$ cat config.mk
export PLATFORM = sky130hd
export DESIGN_NAME = fp32_to_fp16_pipe_flat
export DESIGN_NICKNAME = d
export VERILOG_FILES = /design/src/rtl/fp32_to_fp16_pipe_if.sv /design/src/rtl/fp32_to_fp16_pipe.sv /design/src/flat_wrapper.sv
export SDC_FILE = /design/constraint.sdc
export NUM_CORES = 1
export LEC_CHECK = 0
export CELL_PAD_IN_SITES_DETAIL_PLACEMENT = 0
export CELL_PAD_IN_SITES_GLOBAL_PLACEMENT = 1
export CORE_AREA = 10 10 111 123
export CTS_BUF_LIST = sky130_fd_sc_hd__clkbuf_8 sky130_fd_sc_hd__clkbuf_16
export CTS_CLUSTER_DIAMETER = 150
export DETAILED_ROUTE_END_ITERATION = 8
export DIE_AREA = 0 0 121 133
export GPL_ROUTABILITY_DRIVEN = 0
export PLACE_DENSITY_LB_ADDON = 0.1
export RECOVER_POWER = 25
export SLEW_MARGIN = 20
export SYNTH_ARGS = -nofsm -noshare
export SYNTH_HDL_FRONTEND = slang
export SYNTH_SLANG_ARGS = --single-unit
$ cat constraint.sdc
create_clock -name clk_i -period 6.5 [get_ports clk_i]
set_clock_uncertainty 0.1 [all_clocks]
set_input_delay 0.65 -clock clk_i [delete_from_list [all_inputs] [get_ports clk_i]]
set_output_delay 0.65 -clock clk_i [all_outputs]
set_load 0.05 [all_outputs]
$ cat src/rtl/fp32_to_fp16_pipe_if.sv
// Operand/result stream bundle for the binary32 -> binary16 converter.
// The producer side drives valid_i/fp32_i, the consumer side drives ready_i, and either side may drive clear_i.
interface fp32_to_fp16_pipe_if;
  logic        valid_i;
  logic        ready_o;
  logic [31:0] fp32_i;
  logic        valid_o;
  logic        ready_i;
  logic [15:0] fp16_o;
  logic [3:0]  flags_o;
  logic        clear_i;
  logic [3:0]  sticky_flags_o;

  modport master (
    output valid_i, fp32_i, ready_i, clear_i,
    input  ready_o, valid_o, fp16_o, flags_o, sticky_flags_o
  );

  modport slave (
    input  valid_i, fp32_i, ready_i, clear_i,
    output ready_o, valid_o, fp16_o, flags_o, sticky_flags_o
  );
endinterface

$ cat src/rtl/fp32_to_fp16_pipe.sv
// Two-stage IEEE 754 binary32 -> binary16 converter with round-to-nearest-even and exception flags.
// S1 unpacks, classifies and aligns the significand; S2 rounds, packs and registers all outputs.
module fp32_to_fp16_pipe #(
  parameter bit SATURATE = 1'b0
) (
  input logic clk_i,
  input logic rst_i,
  fp32_to_fp16_pipe_if.slave bus
);

  // Handshake: a transfer happens on a rising edge where valid and ready are both 1.
  // A producer holding valid keeps its data stable until the transfer; ready never depends on valid_i.
  typedef enum logic [1:0] {
    K_FINITE = 2'd0,
    K_OVF    = 2'd1,
    K_FIXED  = 2'd2
  } kind_t;

  logic        s1_valid;
  logic        s1_sign;
  kind_t       s1_kind;
  logic [4:0]  s1_exp;
  logic [9:0]  s1_man;
  logic        s1_guard;
  logic        s1_sticky;
  logic        s1_tiny;
  logic [14:0] s1_fixed_mag;
  logic [3:0]  s1_fixed_flags;

  logic        valid_q;
  logic [15:0] fp16_q;
  logic [3:0]  flags_q;
  logic [3:0]  sticky_q;

  logic s2_adv;
  logic s1_adv;

  assign s2_adv = !valid_q || bus.ready_i;
  assign s1_adv = !s1_valid || s2_adv;

  assign bus.ready_o        = s1_adv;
  assign bus.valid_o        = valid_q;
  assign bus.fp16_o         = fp16_q;
  assign bus.flags_o        = flags_q;
  assign bus.sticky_flags_o = sticky_q;

  logic        in_sign;
  logic [7:0]  in_exp;
  logic [22:0] in_man;
  logic [23:0] sig;
  logic [7:0]  sub_amt;
  logic [49:0] sub_wide;

  kind_t       c_kind;
  logic [4:0]  c_exp;
  logic [9:0]  c_man;
  logic        c_guard;
  logic        c_sticky;
  logic        c_tiny;
  logic [14:0] c_fixed_mag;
  logic [3:0]  c_fixed_flags;

  assign in_sign = bus.fp32_i[31];
  assign in_exp  = bus.fp32_i[30:23];
  assign in_man  = bus.fp32_i[22:0];
  assign sig     = {1'b1, in_man};

  // Subnormal alignment: the 10-bit field is {1,man} >> (shift+13) where shift = 113-exp.
  // Shifts past 26 are clamped; everything then lands below the guard bit and only feeds sticky.
  always_comb begin
    sub_amt  = (in_exp <= 8'd87) ? 8'd39 : (8'd126 - in_exp);
    sub_wide = 50'({sig, 40'b0} >> sub_amt);
  end

  always_comb begin
    c_kind        = K_FINITE;
    c_exp         = 5'd0;
    c_man         = 10'd0;
    c_guard       = 1'b0;
    c_sticky      = 1'b0;
    c_tiny        = 1'b0;
    c_fixed_mag   = 15'h0000;
    c_fixed_flags = 4'b0000;
    if (in_exp == 8'hFF) begin
      c_kind = K_FIXED;
      if (in_man == 23'd0) begin
        c_fixed_mag = 15'h7C00;
      end else begin
        c_fixed_mag   = 15'h7E00;
        c_fixed_flags = {~in_man[22], 3'b000};
      end
    end else if (in_exp == 8'h00) begin
      c_kind        = K_FIXED;
      c_fixed_flags = {2'b00, |in_man, |in_man};
    end else if (in_exp > 8'd142) begin
      c_kind = K_OVF;
    end else if (in_exp >= 8'd113) begin
      // Rebias by 127-15 = 112; exp 113..142 maps to 1..30, so only the low 5 bits matter.
      c_exp    = in_exp[4:0] - 5'd16;
      c_man    = in_man[22:13];
      c_guard  = in_man[12];
      c_sticky = |in_man[11:0];
    end else begin
      c_tiny   = 1'b1;
      c_man    = sub_wide[49:40];
      c_guard  = sub_wide[39];
      c_sticky = |sub_wide[38:0];
    end
  end

  always_ff @(posedge clk_i) begin
    if (rst_i) begin
      s1_valid <= 1'b0;
    end else if (s1_adv) begin
      s1_valid <= bus.valid_i;
    end
  end

  always_ff @(posedge clk_i) begin
    if (!rst_i && s1_adv && bus.valid_i) begin
      s1_sign        <= in_sign;
      s1_kind        <= c_kind;
      s1_exp         <= c_exp;
      s1_man         <= c_man;
      s1_guard       <= c_guard;
      s1_sticky      <= c_sticky;
      s1_tiny        <= c_tiny;
      s1_fixed_mag   <= c_fixed_mag;
      s1_fixed_flags <= c_fixed_flags;
    end
  end

  logic        round_up;
  logic        inexact;
  logic [14:0] rnd_sum;
  logic [14:0] ovf_mag;
  logic [15:0] r_fp16;
  logic [3:0]  r_flags;

  assign ovf_mag = SATURATE ? 15'h7BFF : 15'h7C00;

  // Rounding on the packed {exp,man} word lets a mantissa carry ripple into the exponent,
  // which covers both subnormal->normal promotion and normal->overflow.
  always_comb begin
    round_up = s1_guard && (s1_sticky || s1_man[0]);
    inexact  = s1_guard || s1_sticky;
    rnd_sum  = {s1_exp, s1_man} + {14'd0, round_up};
    r_fp16   = {s1_sign, 15'h0000};
    r_flags  = 4'b0000;
    case (s1_kind)
      K_FIXED: begin
        r_fp16  = {s1_sign, s1_fixed_mag};
        r_flags = s1_fixed_flags;
      end
      K_OVF: begin
        r_fp16  = {s1_sign, ovf_mag};
        r_flags = 4'b0101;
      end
      default: begin
        if (rnd_sum[14:10] == 5'h1F) begin
          r_fp16  = {s1_sign, ovf_mag};
          r_flags = 4'b0101;
        end else begin
          r_fp16  = {s1_sign, rnd_sum};
          r_flags = {2'b00, s1_tiny && inexact, inexact};
        end
      end
    endcase
  end

  always_ff @(posedge clk_i) begin
    if (rst_i) begin
      valid_q  <= 1'b0;
      fp16_q   <= 16'h0000;
      flags_q  <= 4'b0000;
      sticky_q <= 4'b0000;
    end else begin
      if (s2_adv) begin
        valid_q <= s1_valid;
        if (s1_valid) begin
          fp16_q  <= r_fp16;
          flags_q <= r_flags;
        end
      end
      if (valid_q && bus.ready_i) begin
        sticky_q <= bus.clear_i ? flags_q : (sticky_q | flags_q);
      end else if (bus.clear_i) begin
        sticky_q <= 4'b0000;
      end
    end
  end

endmodule

$ cat src/flat_wrapper.sv
// flat-port wrapper written by rule: the top's interface ports become plain ports
module fp32_to_fp16_pipe_flat 
#(
  parameter bit SATURATE = 1'b0
)
  (clk_i, rst_i, bus_valid_i, bus_fp32_i, bus_ready_i, bus_clear_i, bus_ready_o, bus_valid_o, bus_fp16_o, bus_flags_o, bus_sticky_flags_o);
  fp32_to_fp16_pipe_if bus_i ();
  input logic clk_i;
  input logic rst_i;
  input wire logic [$bits(bus_i.valid_i)-1:0] bus_valid_i;
  input wire logic [$bits(bus_i.fp32_i)-1:0] bus_fp32_i;
  input wire logic [$bits(bus_i.ready_i)-1:0] bus_ready_i;
  input wire logic [$bits(bus_i.clear_i)-1:0] bus_clear_i;
  output wire logic [$bits(bus_i.ready_o)-1:0] bus_ready_o;
  output wire logic [$bits(bus_i.valid_o)-1:0] bus_valid_o;
  output wire logic [$bits(bus_i.fp16_o)-1:0] bus_fp16_o;
  output wire logic [$bits(bus_i.flags_o)-1:0] bus_flags_o;
  output wire logic [$bits(bus_i.sticky_flags_o)-1:0] bus_sticky_flags_o;
  assign bus_i.valid_i = bus_valid_i;
  assign bus_i.fp32_i = bus_fp32_i;
  assign bus_i.ready_i = bus_ready_i;
  assign bus_i.clear_i = bus_clear_i;
  assign bus_ready_o = bus_i.ready_o;
  assign bus_valid_o = bus_i.valid_o;
  assign bus_fp16_o = bus_i.fp16_o;
  assign bus_flags_o = bus_i.flags_o;
  assign bus_sticky_flags_o = bus_i.sticky_flags_o;
  fp32_to_fp16_pipe #(.SATURATE(SATURATE)) u_core (.clk_i(clk_i), .rst_i(rst_i), .bus(bus_i));
endmodule
==> flow_summary_export.csv, run 1 <==
group,metric,value,unit
worst_setup_path,crit_path_frequent_cell,"a21oi_1",
worst_setup_path,rrSetupSlack,3.50,ns
worst_hold_path,holdPathStages,2,
place,dp.cells,809,
logic_synthesis,synth_nets,684,
global_routing,grt_pass1_wl,28700,µm
global_routing,grt_pass1_vias,5180,
routing,post-route-drc-count,0,
worst_setup_path,crit_arrival,4.78,ns
routing,wire_per_inst,22.3,µm
worst_setup_path,crit_required,6.42,ns
timing,post-route-period-util,74.7,%
timing,setup_viol,0,
finish,drive_above_1_share,6.90,%
floorplan,fp.coreArea,11200,µm²
worst_setup_path,slowest_stage,"ha_1",
worst_setup_path,worst_setup_path_end_kind,"register",
floorplan,start_util,43.3,%
logic_synthesis,synth.area.top_cells,"edfxtp_1, dfxtp_1, nand2_1",
worst_setup_path,crit_type,"in -> reg",
routing,vias_per_cell,6.67,
timing,worst_pin_slew,1.11,ns
floorplan,ios,63,
floorplan,die_area,16100,µm²
finish,nFillCells,1146,
cts,worstSkewPairLatency,0.29,ns
timing,slew_viol_final,0,
power,ir_drop,0.000151,V
timing,clock.fmax,206,MHz
floorplan,die_h,133,µm
cts,postCtsSetupRepairBufs,0,
finish,layout.nets,711,
worst_setup_path,r2r-start,"u_core.s1_sticky$_SDFFCE_PP0P_",
global_routing,antenna_found_initial,0,
logic_synthesis,ys_types,82,
place,post-place-ws,1.59,ns
logic_synthesis,synth_most_common_cell,"nand2_1",
worst_setup_path,path_cells,"clkdlybuf4s50_1 -> inv_1 -> ha_1 -> o21ai_1 -> nor3_1 -> a21oi_1 -> a31oi_1 -> a32oi_1 -> o41ai_1 -> a21oi_1 -> o31ai_1 -> nand4_1",
timing,grt_setup_unrepaired,"no",
cts,cts_root_buf,"clkbuf_16",
cts,cts-buffers-inserted,5,
logic_synthesis,synth_seq_area_share,26.1,%
cts,cts_sinks,51,
logic_synthesis,syn_area_per_cell,7.62,µm²
cts,cts_buffer_depth,2,
power,p_per_area,187,nW/µm²
global_routing,grt_use_total,22.2,%
routing,drt-initial-drc-count,833,
cts,cts-resized-gates,0,
timing,hold_violations,0,
routing,dr.pass1.iters,7,
worst_setup_path,cp.buffers_inverters,2,
logic_synthesis,synthFlopType,"dfxtp_1",
status,status,"finished, final reports clean",
logic_synthesis,ys_async_sr_fraction,0,%
cts,ctsHoldBuffers,0,
power,p_leak,0.00201,µW
worst_hold_path,hold_end,"u_core.bus.fp16_o[1]$_SDFFE_PP0P_",
cts,cts_tree,"yes",
routing,top_layer_used,"met4",
routing,wl,18200,µm
logic_synthesis,netlist_area,4870,µm²
timing,slew-limit-headroom,25.7,%
routing,wl_met2,8470,µm
worst_setup_path,worstSetupStartpointType,"input pin",
logic_synthesis,synth-edff-count,25,
logic_synthesis,yosys_warnings,0,
worst_setup_path,r2r_cells,11,
routing,vias,5448,
timing,setup_tns,0,ns
worst_setup_path,r2r-end,"u_core.bus.fp16_o[9]$_SDFFE_PP0P_",
place,hpwlAfterDp,13700,µm
finish,syn_to_final_growth,16.0,%
routing,antenna_left,0,
timing,layout_setup_ws,1.65,ns
worst_setup_path,crit_family,"compound AO/OA/AOI/OAI gates",
finish,finish.utilization,50.3,%
logic_synthesis,synth_common_cells,"nand2_1, nor2_1, a21oi_1, o21ai_0, nand3_1",
worst_hold_path,hp-class,"reg -> reg",
floorplan,num_rows,41,
worst_hold_path,min_from,"u_core.bus.fp16_o[1]$_SDFFE_PP0P_",
logic_synthesis,netlist_instances,639,
global_routing,gr-total-overflow,0,
global_routing,grt_max_degree,52,
timing,post-route-min-period,4.85,ns
finish,final_cells,817,
routing,wl_met3,1440,µm
finish,antenna_cells,0,
logic_synthesis,synth_top_area_cell,"edfxtp_1",
routing,wl_met1,6740,µm
worst_setup_path,worst_path_largest_cell_delay,0.67,ns
floorplan,dieWidth,121,µm
run,cap_viol_max_count,0,
cts,htree_levels,2,
logic_synthesis,synth_top_area_share,15.4,%
cts,clk_pin_slew_worst_paths,0.06,ns
logic_synthesis,synth_seq_cells,51,
worst_setup_path,cp_max_fo,19,
place,io_buffer_count,62,
## worst max-delay path by stage
stage | start | to | slack [ns] | cells after the start
2_1_floorplan | bus_fp32_i[23] | u_core.s1_sticky$_SDFFCE_PP0P_ | 3.02 | 15
3_3_place_gp | bus_fp32_i[24] | u_core.s1_sticky$_SDFFCE_PP0P_ | 1.71 | 12
3_5_place_dp | bus_fp32_i[24] | u_core.s1_sticky$_SDFFCE_PP0P_ | 1.59 | 12
4_1_cts | bus_fp32_i[24] | u_core.s1_sticky$_SDFFCE_PP0P_ | 1.89 | 12
5_1_grt | bus_fp32_i[24] | u_core.s1_sticky$_SDFFCE_PP0P_ | 1.52 | 12
6_report | bus_fp32_i[24] | u_core.s1_sticky$_SDFFCE_PP0P_ | 1.65 | 12
## cells by family after synthesis
group / Yosys count / share of synthesized area [%]
fa+ha+maj: 8 / 2.06
xor+xnor: 16 / 2.88
mux: 22 / 4.78
flops: 51 / 26.1
simple gates: 256 / 26.4
buf+inv: 67 / 6.86
compound gates: 219 / 30.9
## worst min-delay path, stage by stage, from the launching register on
cell     delay, ns
dfxtp_1       0.30
nand2_1       0.05
a21oi_1       0.05
## sequential cells by signal, indices dropped and copies added (netlist names)
signal / cells
u_core.s1_fixed_flags: 2
u_core.s1_man: 10
u_core.s1_sticky: 1
u_core.bus.sticky_flags_o: 4
u_core.s1_kind: 2
u_core.s1_fixed_mag: 2
u_core.bus.fp16_o: 16
u_core.s1_sign: 1
u_core.s1_guard: 1
u_core.bus.valid_o: 1
u_core.s1_exp: 5
u_core.bus.flags_o: 4
u_core.s1_tiny: 1
u_core.s1_valid: 1
## through the flow
step / instance area (µm²) / hold slack [ns] / total power (µW)
after floorplan: 4870 / 0.371 / 619
after global placement: 5470 / 0.339 / 738
after detailed placement: 5470 / 0.344 / 737
after CTS: 5650 / 0.353 / 1050
after global routing: 5650 / 0.372 / 1100
final: 5650 / 0.346 / 1050
## area by class of cell
cell class | count | area (µm²) | share of cell area, %
clock inverter | 2 | 33.8 | 0.598
multi-input combinational | 521 | 3260 | 57.8
sequential | 51 | 1270 | 22.5
inverter | 16 | 60.1 | 1.06
tap | 150 | 188 | 3.32
clock buffer | 6 | 150 | 2.66
timing repair buffer | 71 | 679 | 12.0
## power breakdown
part	total (µW)	internal, µW	switching [µW]	leakage (µW)
clock	309	203	106	0.0000934
sequential	358	350	7.22	0.000467
combinational	387	128	258	0.00145
## layout by cell type (no fill, tap or decap), drive strengths merged, types with 10 or more instances in the layout
cell | synthesis | routed
a21oi | 49 | 49
o21ai | 48 | 48
mux2 | 10 | 10
edfxtp | 25 | 25
nor3 | 23 | 23
nand3 | 45 | 45
dfxtp | 26 | 26
and3 | 10 | 10
o211ai | 10 | 10
a31oi | 10 | 10
nor2b | 10 | 10
nand2 | 68 | 68
a211oi | 18 | 18
a32oi | 12 | 12
mux2i | 12 | 12
clkdlybuf4s50 | 0 | 41
o22ai | 10 | 10
inv | 16 | 17
nor2 | 52 | 52
dlygate4sd3 | 0 | 20
nor4 | 12 | 12
## metal layers
metal | vias up | track usage, %
met5 | - | 0
met4 | 0 | 16.6
met3 | 108 | 3.87
met2 | 345 | 37.2
met1 | 2496 | 24.3
li1 | 2499 | -
No activity file was read; power rests on OpenSTA's default activity.
==> inputs of run 2 (changes only) <==
CORE_AREA = 10 10 119 132   (was 10 10 111 123)
DIE_AREA = 0 0 129 142   (was 0 0 121 133)
clock period = 4.4 ns   (was 6.5 ns; I/O delays follow)
==> flow_summary_export.csv, run 2 (same netlist as run 1, synthesis figures left out) <==
group,metric,value,unit
finish,largest_reg_flops,16,
worst_setup_path,cp_max_fo,14,
floorplan,num_rows,44,
timing,post-route-min-period,3.85,ns
global_routing,antenna_found_initial,0,
power,p_leak,0.00210,µW
finish,drive_above_1_share,9.61,%
timing,worst_pin_slew,1.14,ns
global_routing,grt_pass1_vias,5349,
worst_setup_path,worst_setup_path_end_kind,"register",
cts,cts-buffers-inserted,5,
cts,cts_root_buf,"clkbuf_16",
worst_hold_path,min_from,"u_core.bus.fp16_o[2]$_SDFFE_PP0P_",
timing,slew_viol_final,0,
finish,final_cells,848,
floorplan,die_h,142,µm
routing,dr.pass1.iters,6,
cts,cts_tree,"yes",
timing,setup_tns,0,ns
finish,nFillCells,1342,
timing,hold_violations,0,
run,cap_viol_max_count,0,
routing,drt-initial-drc-count,629,
worst_setup_path,slowest_stage,"dlygate4sd3_1",
timing,worst_hold_slack,0.345,ns
place,io_buffer_count,62,
finish,seq_area,1270,µm²
floorplan,start_util,37.5,%
place,dp.cells,840,
worst_setup_path,startpoint,"bus_fp32_i[24]",
power,ir_drop,0.000161,V
routing,antenna_left,0,
finish,layout.nets,731,
timing,setup_viol,0,
routing,wl,18900,µm
cts,htree_levels,2,
cts,cts_sinks,51,
timing,slew-limit-headroom,24.2,%
floorplan,fp.coreArea,13000,µm²
routing,post-route-drc-count,0,
global_routing,grt_pass1_wl,29700,µm
global_routing,grt_max_degree,30,
global_routing,grt_use_total,20.3,%
worst_setup_path,r2r-start,"u_core.s1_sticky$_SDFFCE_PP0P_",
finish,layout_commonest_cell,"nand2_1",
cts,cts-resized-gates,0,
worst_hold_path,hp-class,"reg -> reg",
worst_setup_path,path_cells,"dlygate4sd3_1 -> ha_1 -> and3_1 -> mux2i_1 -> and2_0 -> nor2_1 -> a2111oi_1 -> o2111ai_1 -> o22ai_1 -> nand4_1",
cts,clk_pin_slew_worst_paths,0.06,ns
worst_setup_path,crit_required,4.33,ns
worst_setup_path,crit_type,"in -> reg",
finish,finish.utilization,44.7,%
finish,syn_to_final_growth,19.4,%
place,hpwlAfterDp,14800,µm
floorplan,die_area,18300,µm²
worst_setup_path,worst_path_largest_cell_delay,0.70,ns
floorplan,ios,63,
cts,postCtsSetupRepairBufs,0,
timing,post-route-period-util,87.4,%
timing,grt_setup_unrepaired,"no",
place,post-place-ws,0.391,ns
cts,cts_buffer_depth,2,
cts,ctsHoldBuffers,0,
routing,vias,5417,
global_routing,gr-total-overflow,0,
floorplan,dieWidth,129,µm
finish,mostFrequentLayoutCells,"nand2_1, nor2_1, a21oi_1",
timing,layout_setup_ws,0.553,ns
routing,wire_per_inst,22.3,µm
timing,clock.fmax,260,MHz
status,status,"finished, final reports clean",
worst_setup_path,crit_arrival,3.78,ns
cts,worstSkewPairLatency,0.29,ns
routing,vias_per_cell,6.39,
finish,antenna_cells,0,
power,p_per_area,272,nW/µm²
worst_setup_path,worstSetupStartpointType,"input pin",
finish,multi_input_area,3260,µm²
## run 2: cell types whose count changed in the layout (fill, tap and decap cells not counted), sizes merged
cell,change
clkdlybuf4s50,+1
dlygate4sd3,-1
buf,+20
## run 2: worst paths after layout
path	end	slack (ns)	cells after the start
max reg2reg	u_core.bus.fp16_o[9]$_SDFFE_PP0P_	1.29	11
max	u_core.s1_sticky$_SDFFCE_PP0P_	0.55	10
min	u_core.bus.fp16_o[2]$_SDFFE_PP0P_	0.34	2
min reg2reg	u_core.bus.fp16_o[2]$_SDFFE_PP0P_	0.34	2
## run 2: critical path: cells and delay by family
family	cells	cell delay, ns
compound gates	3	0.74
fa+ha+maj	1	0.28
buf+inv	1	0.70
mux	1	0.39
simple gates	4	1.21
## run 2: metrics by stage
stage,power [µW],instance area (µm²)
2_1_floorplan,915,4870
3_3_place_gp,1120,5630
3_5_place_dp,1110,5630
4_1_cts,1580,5810
5_1_grt,1660,5810
6_report,1580,5810
## run 2: per-layer routing
metal  part of all wire, %  GRT usage (%)  vias to the layer above
met5                     0              0                        -
met4                   6.7           14.0                        0
met3                   7.6           3.84                       90
met2                    48           34.9                      291
met1                    38           22.1                     2497
li1                      -              -                     2539
## run 2: report_power, final
group,total (µW),internal [µW],switching [µW],leakage [µW]
clock,462,301,162,0.0000934
combinational,589,206,383,0.00154
sequential,528,517,10.8,0.000467
total,1580,1020,556,0.00210
## run 2: area by class of cell
type | count | share of cell area (%)
Clock inverter | 2 | 0.581
Multi-Input combinational cell | 521 | 56.2
Timing Repair Buffer | 91 | 14.3
Sequential cell | 51 | 21.9
Tap cell | 161 | 3.47
Inverter | 16 | 1.03
Clock buffer | 6 | 2.58
==> inputs of run 3 (changes only) <==
ABC_AREA = 0   (was not set)
PLACE_DENSITY = 0.86   (was not set)
PLACE_DENSITY_LB_ADDON = not set   (was 0.1)
==> flow_summary_export.csv, run 3 (same netlist as run 1, synthesis figures left out) <==
group,metric,value,unit
power,totalPowerFinal,1510,µW
cts,cts-resized-gates,0,
finish,mostFrequentLayoutCells,"nand2_1, nor2_1, a21oi_1",
global_routing,grt_pass1_vias,5437,
cts,clk_pin_slew_worst_paths,0.06,ns
status,status,"finished, final reports clean",
floorplan,die_h,142,µm
finish,final_cells,847,
finish,largest_reg_flops,16,
global_routing,grt_pass1_wl,28200,µm
floorplan,dieWidth,129,µm
finish,layout_commonest_cell,"nand2_1",
routing,wl,17900,µm
cts,ctsHoldBuffers,0,
timing,slew-limit-headroom,25.1,%
cts,cts-buffers-inserted,5,
routing,antenna_left,0,
timing,worst_pin_slew,1.12,ns
cts,worstSkewPairLatency,0.28,ns
timing,slew_viol_final,0,
global_routing,grt_use_total,18.8,%
power,p_leak,0.00208,µW
run,cap_viol_max_count,0,
power,p_per_area,261,nW/µm²
cts,htree_levels,2,
floorplan,start_util,37.5,%
global_routing,antenna_found_initial,0,
place,post-place-ws,0.535,ns
finish,antenna_cells,0,
cts,cts_tree,"yes",
floorplan,fp.coreArea,13000,µm²
worst_setup_path,worst_setup_path_end_kind,"register",
worst_setup_path,worstSetupStartpointType,"input pin",
worst_setup_path,crit_type,"in -> reg",
floorplan,ios,63,
place,dp.cells,839,
timing,clock.fmax,246,MHz
place,io_buffer_count,62,
worst_setup_path,crit_required,4.32,ns
power,ir_drop,0.000178,V
global_routing,gr-total-overflow,0,
timing,post-route-period-util,92.4,%
finish,drive_above_1_share,9.48,%
routing,dr.pass1.iters,8,
routing,vias_per_cell,6.57,
routing,post-route-drc-count,0,
global_routing,grt_max_degree,29,
timing,post-route-min-period,4.06,ns
timing,setup_tns,0,ns
timing,hold_violations,0,
routing,wire_per_inst,21.2,µm
finish,syn_to_final_growth,18.6,%
floorplan,die_area,18300,µm²
routing,drt-initial-drc-count,808,
place,hpwlAfterDp,13600,µm
cts,cts_buffer_depth,2,
timing,setup_viol,0,
cts,cts_sinks,51,
cts,cts_root_buf,"clkbuf_16",
worst_setup_path,cp_max_fo,12,
worst_setup_path,crit_arrival,3.98,ns
timing,grt_setup_unrepaired,"no",
timing,layout_setup_ws,0.336,ns
finish,layout.nets,730,
routing,vias,5561,
worst_hold_path,hp-class,"reg -> reg",
floorplan,num_rows,44,
cts,postCtsSetupRepairBufs,0,
==> run 3: changes by cell type in the layout (fill, tap and decap cells not counted), sizes merged <==
cell,previous run,this run
clkbuf,7,8
bufinv,1,0
buf,29,28
==> run 3: per-stage QoR <==
stage          hold slack [ns]  utilization (%)  cell area, µm²
6_report                 0.345             44.5            5780
5_1_grt                  0.376             44.5            5780
4_1_cts                  0.353             44.5            5780
3_5_place_dp             0.346             43.3            5620
3_3_place_gp             0.342             43.3            5620
2_1_floorplan            0.371                -            4870
==> run 3: critical path, cell delays in order <==
cell and delay (ns):
dlygate4sd3_1 0.67, inv_1 0.10, ha_1 0.31, o21ai_1 0.10, nor2_2 0.47, nor3_1 0.26, a32oi_1 0.61, o211ai_1 0.23
nor4_1 0.43, nor4_1 0.11, o21ai_0 0.16, nand4_1 0.11
==> run 3: worst paths after layout <==
path | from | end | slack (ns) | cells after the start
worst max-delay path | bus_fp32_i[24] | u_core.s1_sticky$_SDFFCE_PP0P_ | 0.34 | 12
worst min-delay path | u_core.bus.fp16_o[2]$_SDFFE_PP0P_ | u_core.bus.fp16_o[2]$_SDFFE_PP0P_ | 0.34 | 2
worst max register to register | u_core.s1_sticky$_SDFFCE_PP0P_ | u_core.bus.fp16_o[9]$_SDFFE_PP0P_ | 1.41 | 11
worst min register to register | u_core.bus.fp16_o[2]$_SDFFE_PP0P_ | u_core.bus.fp16_o[2]$_SDFFE_PP0P_ | 0.34 | 2
==> run 3: power breakdown <==
group	switching, µW	internal [µW]	leakage, µW
clock network	150	239	0.0000813
logic	381	207	0.00153
registers	10.7	518	0.000467
==> run 3: layout make-up <==
cell class / instances / area (µm²)
fillers: 1315 / 7220
multi-input cells: 521 / 3260
flip-flops and latches: 51 / 1270
repair buffers: 90 / 822
well taps: 161 / 201
clock buffers: 7 / 153
inverters: 16 / 60.1
clock inverters: 1 / 3.75
==> run 3: per-layer routing <==
layer	vias to the layer above	wire length, µm	track usage [%]
met5	-	0	0
met4	0	1160	10.9
met3	118	2010	5.11
met2	396	7980	31.1
met1	2504	6780	21.4
li1	2543	-	-
